### src/rtl/v_logic_pipe.sv
// Vector bitwise-logic unit: eight RVV logic ops and a per-element mask merge
// with old vd, followed by a LATENCY-deep stallable delay pipe.

module v_logic_lane (
  input  logic [2:0]  i_op,
  input  logic [63:0] i_a,
  input  logic [63:0] i_b,
  input  logic [63:0] i_vd,
  input  logic [1:0]  i_sew,
  input  logic        i_vm,
  input  logic [7:0]  i_mask,
  output logic [63:0] o_res
);
  logic [63:0] w_op;

  always_comb begin
    w_op = '0;
    case (i_op)
      3'b000: w_op = i_a & i_b;
      3'b001: w_op = ~(i_a & i_b);
      3'b010: w_op = i_a & ~i_b;
      3'b011: w_op = i_a ^ i_b;
      3'b100: w_op = i_a | i_b;
      3'b101: w_op = ~(i_a | i_b);
      3'b110: w_op = i_a | ~i_b;
      default: w_op = ~(i_a ^ i_b);
    endcase
  end

  // i_mask is already lane-local and element-indexed, so byte j maps to element j>>sew
  for (genvar j = 0; j < 8; j++) begin : g_byte
    logic w_en;
    assign w_en = (i_sew == 2'd0) ? i_mask[j]   :
                  (i_sew == 2'd1) ? i_mask[j/2] :
                  (i_sew == 2'd2) ? i_mask[j/4] : i_mask[0];
    assign o_res[j*8 +: 8] = (i_vm || w_en) ? w_op[j*8 +: 8] : i_vd[j*8 +: 8];
  end
endmodule

module v_logic_pipe #(
  parameter int DATA_WIDTH  = 64,
  parameter int ADDR_WIDTH  = 32,
  parameter int LATENCY     = 5,
  parameter int OPSEL_WIDTH = 3
) (
  input  logic                    clk,
  input  logic                    rst,
  input  logic                    in_valid,
  output logic                    in_ready,
  input  logic [ADDR_WIDTH-1:0]   in_addr,
  input  logic [DATA_WIDTH-1:0]   in_vec0,
  input  logic [DATA_WIDTH-1:0]   in_vec1,
  input  logic [DATA_WIDTH-1:0]   in_vd,
  input  logic [OPSEL_WIDTH-1:0]  in_opSel,
  input  logic [1:0]              in_sew,
  input  logic                    in_vm,
  input  logic [DATA_WIDTH/8-1:0] in_mask,
  output logic                    out_valid,
  input  logic                    out_ready,
  output logic [DATA_WIDTH-1:0]   out_vec,
  output logic [ADDR_WIDTH-1:0]   out_addr
);
  localparam int NL = DATA_WIDTH / 64;

  logic                     w_adv;
  logic                     w_acc;
  logic [NL-1:0][7:0]       w_lane_mask;
  logic [NL-1:0][63:0]      w_merged;

  logic [LATENCY-1:0]       r_vld_pipe;
  logic [DATA_WIDTH-1:0]    r_vec  [LATENCY];
  logic [ADDR_WIDTH-1:0]    r_addr [LATENCY];

  // The whole pipe moves as one; any stall at the output freezes every stage.
  assign w_adv    = !(out_valid && !out_ready);
  assign w_acc    = in_valid && w_adv;
  assign in_ready = w_adv;

  for (genvar l = 0; l < NL; l++) begin : g_lane
    // Element count per lane shrinks with SEW, so pick the lane's slice of the mask accordingly
    assign w_lane_mask[l] = (in_sew == 2'd0) ? in_mask[l*8 +: 8] :
                            (in_sew == 2'd1) ? {4'b0, in_mask[l*4 +: 4]} :
                            (in_sew == 2'd2) ? {6'b0, in_mask[l*2 +: 2]} :
                                               {7'b0, in_mask[l]};
    v_logic_lane u_lane (
      .i_op   (in_opSel[2:0]),
      .i_a    (in_vec0[l*64 +: 64]),
      .i_b    (in_vec1[l*64 +: 64]),
      .i_vd   (in_vd[l*64 +: 64]),
      .i_sew  (in_sew),
      .i_vm   (in_vm),
      .i_mask (w_lane_mask[l]),
      .o_res  (w_merged[l])
    );
  end

  always_ff @(posedge clk) begin
    if (rst) begin
      r_vld_pipe <= '0;
      for (int i = 0; i < LATENCY; i++) begin
        r_vec[i]  <= '0;
        r_addr[i] <= '0;
      end
    end else if (w_adv) begin
      r_vld_pipe[0] <= w_acc;
      r_vec[0]      <= w_acc ? w_merged : '0;
      r_addr[0]     <= w_acc ? in_addr  : '0;
      for (int i = 1; i < LATENCY; i++) begin
        r_vld_pipe[i] <= r_vld_pipe[i-1];
        r_vec[i]      <= r_vec[i-1];
        r_addr[i]     <= r_addr[i-1];
      end
    end
  end

  assign out_valid = r_vld_pipe[LATENCY-1];
  assign out_vec   = r_vec[LATENCY-1];
  assign out_addr  = r_addr[LATENCY-1];
endmodule

### config.mk
export PLATFORM = sky130hd
export DESIGN_NAME = v_logic_pipe
export DESIGN_NICKNAME = d
export VERILOG_FILES = /design/src/rtl/v_logic_pipe.sv
export SDC_FILE = /design/constraint.sdc
export NUM_CORES = 1
export LEC_CHECK = 0
export BUFFER_PORTS_ARGS = -buffer_cell sky130_fd_sc_hd__buf_2
export CAP_MARGIN = 15
export CORE_ASPECT_RATIO = 0.5
export CORE_MARGIN = 8
export CORE_UTILIZATION = 64
export CTS_CLUSTER_DIAMETER = 100
export DETAILED_ROUTE_END_ITERATION = 16
export GPL_TIMING_DRIVEN = 1
export PLACE_DENSITY = 0.86
export REMOVE_ABC_BUFFERS = 1
export SETUP_SLACK_MARGIN = 0.2
export SYNTH_ARGS = -nofsm -noshare
export SYNTH_HDL_FRONTEND = slang
export SYNTH_HIERARCHICAL = 1
export SYNTH_SLANG_ARGS = --single-unit
### constraint.sdc
create_clock -name clk -period 39.3 [get_ports clk]
set_input_delay 3.93 -clock clk [delete_from_list [all_inputs] [get_ports clk]]
set_output_delay 3.93 -clock clk [all_outputs]
set_load 0.01 [all_outputs]
Word level (Yosys, flattened, before mapping)
Memory sizes are Yosys's and may differ from the RTL's.
Cells that the tools add are included.
{ "totals": {"input_bits": 242, "memories": 2, "latch_bits": 0, "word_cells": 84, "mem_bits_rw": 480, "ff_bits": 5, "rom_bits": 0} }
{ "memory_table": {"columns": ["name", "words", "width", "rd", "rd_clocked_by_memory_dff", "wr", "line", "source"], "rows": [
  ["r_vec", 5, 64, 5, 0, 5, "71", "logic [DATA_WIDTH-1:0] r_vec [LATENCY];"],
  ["r_addr", 5, 32, 5, 0, 5, "72", "logic [ADDR_WIDTH-1:0] r_addr [LATENCY];"]
]} }
{ "classes": {"order_cmp": 0, "reduce_logical": 14, "bitwise_logic": 19, "n_eq_ne": 8, "div_mod_pow": 0, "n_addsub": 0, "multipliers": 0, "n_shift": 0, "n_mux": 40} }
{ "ops": {"columns": ["op", "n"], "rows": [
  ["one-hot mux 64 bit (7 select lines)", 1],
  ["two-way mux 64 bit", 6],
  ["inverter 64 bit", 4],
  ["two-way mux 32 bit", 6],
  ["bitwise AND 64 bit", 2],
  ["bitwise OR 64 bit", 2],
  ["two-way mux 8 bit", 9],
  ["bitwise XOR 64 bit", 1],
  ["two-way mux 1 bit", 16],
  ["bitwise OR 1 bit", 10],
  ["== test 3 bit (second input constant)", 3],
  ["logical OR 1 bit", 8],
  ["== test 3 x 2 -> 1 bit (second input constant)", 2],
  ["two-way mux 4 bit", 1],
  ["== test 3 x 1 -> 1 bit (second input constant)", 1],
  ["logical NOT 3 bit", 1],
  ["== test 2 x 1 -> 1 bit (second input constant)", 1],
  ["== test 2 bit (second input constant)", 1],
  ["logical AND 1 bit", 2],
  ["logical NOT 1 bit", 2],
  ["logical NOT 2 bit", 1],
  ["two-way mux 2 bit", 1]
]} }

Logic depth before layout (Yosys ltp)
Gate-level depths: netlist of run 1.
{ "logic_depth": {"depth_word": 11, "depth_mapped": 9, "depth_no_buf": 7} }

Hierarchy
Netlist of run 1, hierarchy kept.
{ "modules_own_cells": {"columns": ["mod", "cells_each", "seq_area_each_um2", "area_per_inst_um2", "n_inst"], "rows": [
  ["v_logic_pipe", 1127, 14513.9, 19567.5, 1],
  ["v_logic_lane", 1065, 0.0, 8524.4, 1]
]} }

Worst setup path before layout of run 1
No wires, ideal clock.
{ "synth_timing": {"path_kind": "input to register", "startpoint": "in rst", "endpoint": "mem r_addr[0][0], enable pin", "t_required_ps": 38365, "arrival_time_ps": 15727, "path_buffers": 1, "path_slack_ps": 22637, "stages": 2, "setup_ps": 935, "cell_sequence": "buf_2 > nand2b_1"} }
{ "synth_lines": {"columns": ["element", "line", "source"], "rows": [
  ["start: declaration", "47", "input logic rst,"],
  ["end: declaration", "72", null]
]} }

Final worst setup path of run 1
{ "layout_timing": {"startpoint": "in out_ready", "endpoint": "out in_ready"} }
{ "layout_between": {"elab_chain_len": 3} }
{ "layout_rtl": {"columns": ["element", "line", "source"], "rows": [
  ["start: declaration", "59", "input logic out_ready,"],
  ["logical NOT 1 bit", "75", "assign w_adv = !(out_valid && !out_ready);"],
  ["logical AND 1 bit", "75", null],
  ["logical NOT 1 bit", "75", null],
  ["end: declaration", "49", "output logic in_ready,"]
]} }
Every way passes these cells.

==> results.cfg, run 1 <==
[status]
status = complete, no violations

[sta]
worstMarginPinSlew_ns = 1.15
hold_violations = 0
finalSetupViolCount = 0
period_needed_ns = 8.35
rsz0062_at_grt = false
maxSlewHeadroom = 0.234
finClkSkew_ns = 0.0243
fin_setup_tns_ns = 0
fmax_mhz = 120
fin_crit_sh = 0.212
drv_slew = 0

[power_and_ir_drop]
powerDensity_nw_per_um2 = 36.7
p_int_w = 0.000863
power.share.combinational = 0.113
swShare = 0.229
pwr-share-seq = 0.522
vdd_ir_drop_max_mv = 0.0289
leakage_nw = 13.3
power_switching_w = 0.000257
clkPwrFrac = 0.366

[critical_path]
cp.arrival_ns = 4.42
critical_path.cell_chain = buf_2 > nor2b_4 > inv_1 > buf_2
crit_slowest_cell = buf_2
rrSetupSlack_ns = 35.56
critPathLaunch = out_ready
cp_common_cell = buf_2
required_ns = 35.37
r2r_end = r_addr[0][57]
critPathMaxFanout = 4
reg2reg_depth = 5
crit_type = in2out
reg2reg_from = r_vld_pipe[4]
crit_end = in_ready
max_stage_delay_ns = 0.15
cp-end-kind = primary output
cp-start-kind = primary input

[cells_and_area]
layout-area-overhead-vs-synth_pct = 8.51
final_cells = 2998
fill_cells = 2948
layout-drive-gt1-share = 0.210
layout.nets = 2872

[clock_tree]
hold_buffers = 0
cts.sinks = 485
tritoncts = built
h-tree-depth = 2
numCtsBuffers = 43
insertion_delay_ns = 0.55
cts_root_buffer = clkbuf_16
cts_setup_buffers = 0
cts_buffer_depth = 3
clkTransAtPathRegs_ns = 0.07
post_cts_resized = 0

[yosys]
ys_seq_area_frac = 0.517
synth_seq_cells = 485
syn_area_per_cell_um2 = 12.8
synth-main-ff-cell = edfxtp_1
yosys_warnings = 6
synth_top_area_share = 0.513
synthArstFlopShare = 0
synth_edf_count = 480
syn_area_um2 = 28100
netlist_instances = 2192
yosysUniqueCellTypes = 59
yosys.area.top_type = edfxtp_1
netlist_top_cells_area = edfxtp_1 51%, nor3b_1 12%, ha_1 11%

[grt]
grt_max_degree = 245
grt_pass1_wl_um = 90700
grt_overflow_total = 0
grtUsageTotal = 0.214
grt_pass1_vias = 17900
antenna_found_initial = 3

[route]
drc_errors = 0
drt-total-wl_um = 57600
first_pass_iters = 6
ant_nets = 0
vias_per_cell = 5.91
num_vias = 17700
drt_iter0_drc = 1406
wl_per_cell_um = 19.2

[placement]
dpl.hpwl_um = 36900
placed_cells = 2917
port_buffers = 339
gp_congestion = 0.875

[die]
core-area_um2 = 43400
die_x_um = 312
pin_count = 340
die-area_um2 = 51300
start_util = 0.647
die_y_um = 164
num_rows = 54

[worst_hold_path]
hold_class = reg2reg

[job]
maxCapViolCount = 0
power by group through the flow:
stage | sequential [W] | combinational (W) | clock [W]
2_1_floorplan | 0.000595 | 0.0000722 | 0
3_3_place_gp | 0.000594 | 0.000120 | 0
3_5_place_dp | 0.000595 | 0.000125 | 0
4_1_cts | 0.000584 | 0.000126 | 0.000417
5_1_grt | 0.000585 | 0.000140 | 0.000437
6_report | 0.000584 | 0.000126 | 0.000409
registers in the layout (all words and copies together), names as in the netlist:
register	count
r_vld_pipe	5
r_addr	160
r_vec	320
area by class of cell:
type,instances,area [µm²],share of cell area
flip-flops and latches,485,14500,0.476
multi-input cells,1343,11500,0.376
repair buffers,358,1890,0.0620
clock buffers,55,1140,0.0375
well taps,588,736,0.0241
inverters,143,537,0.0176
clock inverters,22,201,0.00661
diodes,4,10.0,0.000328
cell usage after synthesis (36+ instances only):
cell / number
a21oi_1: 87
mux2i_1: 83
o221ai_1: 60
nor2_1: 64
buf_6: 65
nor3b_2: 36
buf_4: 50
inv_1: 143
ha_1: 256
buf_2: 73
nor3b_1: 444
edfxtp_1: 480
how the worst min path moves through the flow:
stage | slack, ns | to | cells past startpoint | startpoint
after floorplan | 0.42 | r_vld_pipe[4] | 2 | r_vld_pipe[3]
after global placement | 0.44 | r_vld_pipe[4] | 2 | r_vld_pipe[3]
after detailed placement | 0.45 | r_vld_pipe[4] | 2 | r_vld_pipe[3]
after CTS | 0.47 | r_vld_pipe[4] | 2 | r_vld_pipe[3]
after global routing | 0.49 | r_vld_pipe[4] | 2 | r_vld_pipe[3]
final | 0.48 | r_vld_pipe[4] | 2 | r_vld_pipe[3]
routing by layer:
metal / GRT usage / vias to the layer above / part of all wire
li1: - / 8404 / -
met1: 0.245 / 8656 / 0.38
met2: 0.393 / 480 / 0.53
met3: 0.0299 / 170 / 0.039
met4: 0.113 / 0 / 0.051
met5: 0 / - / 0
critical path: cells and delay by family:
| family | cells | cell delay [ns] |
|---|---|---|
| buffers and inverters | 3 | 0.36 |
| and+or+nand+nor | 1 | 0.12 |
layout by cell type (no fill, tap or decap), types with 18 or more instances in the layout:
cell type  Yosys  routed
edfxtp_1     480     480
xor2_1        20      20
nor3b_1      444     444
o21ai_0       18      18
ha_1         256     256
buf_4         50      18
inv_1        143     143
a21oi_1       87      87
mux2i_1       83      83
nor2_1        64      64
buf_2         73     335
a22o_1        35      35
clkbuf_16      0      44
nand2_1       27      27
nor3b_2       36      36
o221ai_1      60      60
logic make-up (layout without fill, tap and decap cells):
group | Yosys count | after routing | synth area share
compound gates | 307 | 307 | 0.0802
xor+xnor | 28 | 28 | 0.00873
other cells | 0 | 4 | 0
flops | 485 | 485 | 0.517
simple gates | 652 | 652 | 0.166
buf+inv | 364 | 578 | 0.0763
mux | 100 | 100 | 0.0381
fa+ha+maj | 256 | 256 | 0.114
metrics by stage:
stage / instance area [µm²] / power [W] / setup slack (ns) / utilization / hold WS, ns
floorplan: 26500 / 0.000668 / 9.23 / - / 0.419
global placement: 29100 / 0.000714 / 30.98 / 0.670 / 0.437
detailed placement: 29100 / 0.000720 / 30.96 / 0.670 / 0.448
CTS: 30500 / 0.00113 / 30.95 / 0.701 / 0.472
global route: 30500 / 0.00116 / 30.94 / 0.702 / 0.487
finish: 30500 / 0.00112 / 30.95 / 0.702 / 0.475
No activity file was read; power rests on OpenSTA's default activity.
==> inputs of run 2 (changes only) <==
- CORE_UTILIZATION: 64 -> 54
- PLACE_DENSITY: 0.86 -> 0.77
- clock period: 39.3 -> 6.8 ns (I/O delays scaled with it)
==> results.cfg, run 2 (same netlist as run 1, synthesis figures left out) <==
[worst_hold_path]
min_path_cells = 2
hold_end = r_addr[0][7]
worstHoldStart = in_addr[7]
hold_class = in2reg

[status]
status = complete, no violations

[power_and_ir_drop]
power_switching_w = 0.00158
powerDensity_nw_per_um2 = 218
p_int_w = 0.00514
clkPwrFrac = 0.389
power.share.combinational = 0.109
pwr-share-seq = 0.502
leakage_nw = 13.4
swShare = 0.235
vdd_ir_drop_max_mv = 0.161

[sta]
hold_violations = 0
maxSlewHeadroom = 0.291
fin_crit_sh = 0.493
finClkSkew_ns = 0.0154
fmax_mhz = 299
fin_setup_tns_ns = 0
rsz0062_at_grt = false
period_needed_ns = 3.35
worstMarginPinSlew_ns = 1.06
drv_slew = 0
finalSetupViolCount = 0

[critical_path]
r2r_end = r_addr[0][23]
rrSetupSlack_ns = 4.07
crit_type = in2reg
reg2reg_depth = 4
critical_path.cell_chain = buf_4 > buf_4 > nand2b_1 > buf_4 > o32a_1 > a221oi_1 > o31ai_1 > nor3b_1
cp_common_cell = buf_4
cp.arrival_ns = 3.62
cp-end-kind = flop
cp-start-kind = primary input
reg2reg_from = r_vld_pipe[4]
critPathMaxFanout = 56
max_stage_delay_ns = 0.60
required_ns = 7.07
crit_slowest_cell = buf_4

[clock_tree]
cts_root_buffer = clkbuf_16
numCtsBuffers = 47
tritoncts = built
hold_buffers = 0
cts_buffer_depth = 3
cts.sinks = 485
insertion_delay_ns = 0.56
post_cts_resized = 0
cts_setup_buffers = 0
clkTransAtPathRegs_ns = 0.07
h-tree-depth = 2

[grt]
grt_use_met2 = 0.357
grt_pass1_vias = 17700
grt_pass1_wl_um = 95200
grt_overflow_total = 0
grt_max_degree = 193
grt_busiest_layer = met2
grtUsageTotal = 0.193
grtUsageMet3 = 0.0275
antenna_found_initial = 11
grt_use_met1 = 0.225

[cells_and_area]
final_cells = 3127
layout-area-overhead-vs-synth_pct = 9.86
largest_registers = r_vec: 320 flops, r_addr: 160 flops, r_vld_pipe: 5 flops
layout.nets = 2877
final_cell_mix = 480 x edfxtp_1, 444 x nor3b_1, 335 x buf_2, 256 x ha_1, 143 x inv_1
largest_reg_flops = 320
layout-drive-gt1-share = 0.216
final_common_cell = edfxtp_1
fill_cells = 4127
top_register = r_vec

[placement]
placed_cells = 3031
port_buffers = 339
dpl.hpwl_um = 38300
gp_congestion = 0.862

[route]
num_vias = 17900
drc_errors = 0
vias_per_cell = 5.72
ant_nets = 0
drt-total-wl_um = 61400
wl_per_cell_um = 19.6
first_pass_iters = 5
drt_iter0_drc = 1672

[die]
die_x_um = 339
num_rows = 59
pin_count = 340
start_util = 0.544
die-area_um2 = 60000
die_y_um = 177
core-area_um2 = 51700

[job]
maxCapViolCount = 0
## run 2: cell count changes in the layout (fill, tap and decap cells not counted), sizes merged
cell    before  now
clkinv      16   22
buf        358  359
clkbuf      55   57
inv        145  148
diode        4    8
## run 2: how the worst max path moves through the flow
stage / start / to / slack, ns
floorplan: out_ready / r_addr[0][0] / -20.02
global placement: in_opSel[0] / r_vec[0][9] / 3.08
finish: in_opSel[0] / r_vec[0][9] / 3.45
global route: in_opSel[0] / r_vec[0][9] / 3.41
CTS: in_opSel[0] / r_vec[0][9] / 3.61
detailed placement: in_opSel[0] / r_vec[0][9] / 3.00
## run 2: power by group through the flow
stage / logic (W) / clock network [W] / registers, W
global route: 0.000805 / 0.00279 / 0.00338
detailed placement: 0.000723 / 0 / 0.00344
CTS: 0.000728 / 0.00266 / 0.00337
floorplan: 0.000417 / 0 / 0.00344
finish: 0.000730 / 0.00261 / 0.00337
global placement: 0.000697 / 0 / 0.00343
## run 2: routing by layer
metal  share of wire  vias up
li1                -     8436
met5         0.00044        -
met1            0.39     8819
met2            0.53      476
met3           0.041      167
met4           0.043        4
## run 2: critical path, delay by kind of cell
| kind | cells | cell delay [ns] |
|---|---|---|
| buf+inv | 3 | 1.58 |
| simple gates | 2 | 0.72 |
| compound gates | 3 | 0.60 |
## run 2: area by class of cell
cell class                 count  area (µm²)  share of cell area
antenna                        8        20.0            0.000649
clock buffer                  57        1270              0.0413
clock inverter                31         253             0.00819
inverter                     143         537              0.0174
multi-input combinational   1343       11500               0.371
sequential                   485       14500               0.470
tap                          701         877              0.0284
timing repair buffer         359        1930              0.0627
## run 2: stage by stage
stage               area, µm²  total power, W  utilization  hold WS (ns)  worst slack, ns
floorplan               26500         0.00386            -         0.419           -20.02
CTS                     30800         0.00676        0.597         0.420             3.61
detailed placement      29300         0.00416        0.567         0.451             3.00
global placement        29300         0.00413        0.567         0.432             3.08
finish                  30900         0.00672        0.597         0.443             3.45
global route            30900         0.00697        0.597         0.425             3.41
==> inputs of run 3 (changes only) <==
- CORE_UTILIZATION: 54 -> 59
- PLACE_DENSITY: 0.77 -> 0.8
- clock period: 6.8 -> 3.45 ns (I/O delays scaled with it)
==> results.cfg, run 3 (same netlist as run 1, synthesis figures left out) <==
[route]
vias_per_cell = 5.77
drt_iter0_drc = 1475
drc_errors = 0
num_vias = 17800
wl_per_cell_um = 19.6
drt-total-wl_um = 60300
first_pass_iters = 7
ant_nets = 0

[grt]
antenna_found_initial = 16
grt_pass1_vias = 17800
grtUsageTotal = 0.206
grt_max_degree = 138
grt_overflow_total = 0
grt_pass1_wl_um = 93800

[cells_and_area]
design_area_um2 = 30900
top_register = r_vec
final_common_cell = edfxtp_1
layout-drive-gt1-share = 0.216
largest_registers = r_vec: 320 flops, r_addr: 160 flops, r_vld_pipe: 5 flops
layout.nets = 2890
layout-area-overhead-vs-synth_pct = 9.91
largest_reg_flops = 320
final_cell_mix = 480 x edfxtp_1, 444 x nor3b_1, 335 x buf_2, 256 x ha_1, 143 x inv_1

[sta]
fmax_mhz = 445
maxSlewHeadroom = 0.486
hold_violations = 0
finalSetupViolCount = 0
period_needed_ns = 2.25
finClkSkew_ns = 0.0155
fin_crit_sh = 0.652
rsz0062_at_grt = false
drv_slew = 0
worstMarginPinSlew_ns = 0.770
fin_setup_tns_ns = 0

[die]
num_rows = 56
die_y_um = 170
die-area_um2 = 55300
core-area_um2 = 46900
pin_count = 340
start_util = 0.598
die_x_um = 325

[clock_tree]
cts_buffer_depth = 3
post_cts_resized = 0
insertion_delay_ns = 0.55
tritoncts = built
cts.sinks = 485
cts_root_buffer = clkbuf_16
clkTransAtPathRegs_ns = 0.06
cts_setup_buffers = 0
numCtsBuffers = 44
hold_buffers = 0
h-tree-depth = 2

[critical_path]
cp-end-kind = flop
critPathMaxFanout = 95
max_stage_delay_ns = 0.44
reg2reg_depth = 4
cp.arrival_ns = 2.51
required_ns = 3.71
crit_type = in2reg
crit_slowest_cell = buf_6
critical_path.cell_chain = buf_6 > buf_12 > nand2b_1 > o21ai_0 > o221ai_1 > a22o_1 > nor3b_1
rrSetupSlack_ns = 1.58
cp-start-kind = primary input

[power_and_ir_drop]
powerDensity_nw_per_um2 = 419
leakage_nw = 13.4
vdd_ir_drop_max_mv = 0.314

[worst_hold_path]
hold_class = in2reg
min_path_cells = 2

[placement]
port_buffers = 339
dpl.hpwl_um = 39300
dpl-instance-area_um2 = 29400
gp_congestion = 0.863

[status]
status = complete, no violations

[job]
maxCapViolCount = 0
[run 3: cell type report]
| type | count | area [µm²] |
|---|---|---|
| Inverter | 143 | 537 |
| Antenna cell | 16 | 40.0 |
| Clock buffer | 53 | 1160 |
| Sequential cell | 485 | 14500 |
| Timing Repair Buffer | 375 | 2140 |
| Clock inverter | 24 | 235 |
| Tap cell | 638 | 798 |
| Multi-Input combinational cell | 1343 | 11500 |
| Fill cell | 3574 | 16100 |
[run 3: routing by layer]
layer	up-vias	track usage	wire, µm
met4	2	0.0948	2190
met1	8728	0.241	23900
met5	-	0	8
met3	137	0.0310	2470
li1	8473	-	-
met2	420	0.377	31700
[run 3: worst paths after layout]
| path | from | end |
|---|---|---|
| worst min-delay path | in_addr[2] | r_addr[0][2] |
| worst max register to register | r_vld_pipe[4] | r_vec[0][0] |
| worst max-delay path | in_opSel[1] | r_vec[0][47] |
| worst min register to register | r_vld_pipe[3] | r_vld_pipe[4] |
[run 3: metrics by stage]
step / utilization / worst slack [ns] / total power (W) / hold WS (ns) / std cells
floorplan: - / -23.27 / 0.00760 / 0.414 / 1971
global placement: 0.627 / 0.880 / 0.00815 / 0.430 / 2984
detailed placement: 0.627 / 0.804 / 0.00821 / 0.447 / 2984
CTS: 0.657 / 1.26 / 0.0130 / 0.0974 / 3061
global route: 0.658 / 1.21 / 0.0134 / 0.114 / 3076
finish: 0.658 / 1.20 / 0.0129 / 0.122 / 3077
[run 3: power by group]
group	leakage (nW)	internal, W	total [W]	switching (W)
Clock	0.675	0.00270	0.00485	0.00215
Combinational	6.84	0.000652	0.00144	0.000790
Sequential	5.89	0.00661	0.00665	0.0000439
Total	13.4	0.00996	0.0129	0.00298
[run 3: critical path: cells and delay by family]
family | cells | cell delay [ns]
buffers and inverters | 2 | 0.88
AND/OR/NAND/NOR | 2 | 0.45
AO/OA/AOI/OAI | 3 | 0.57
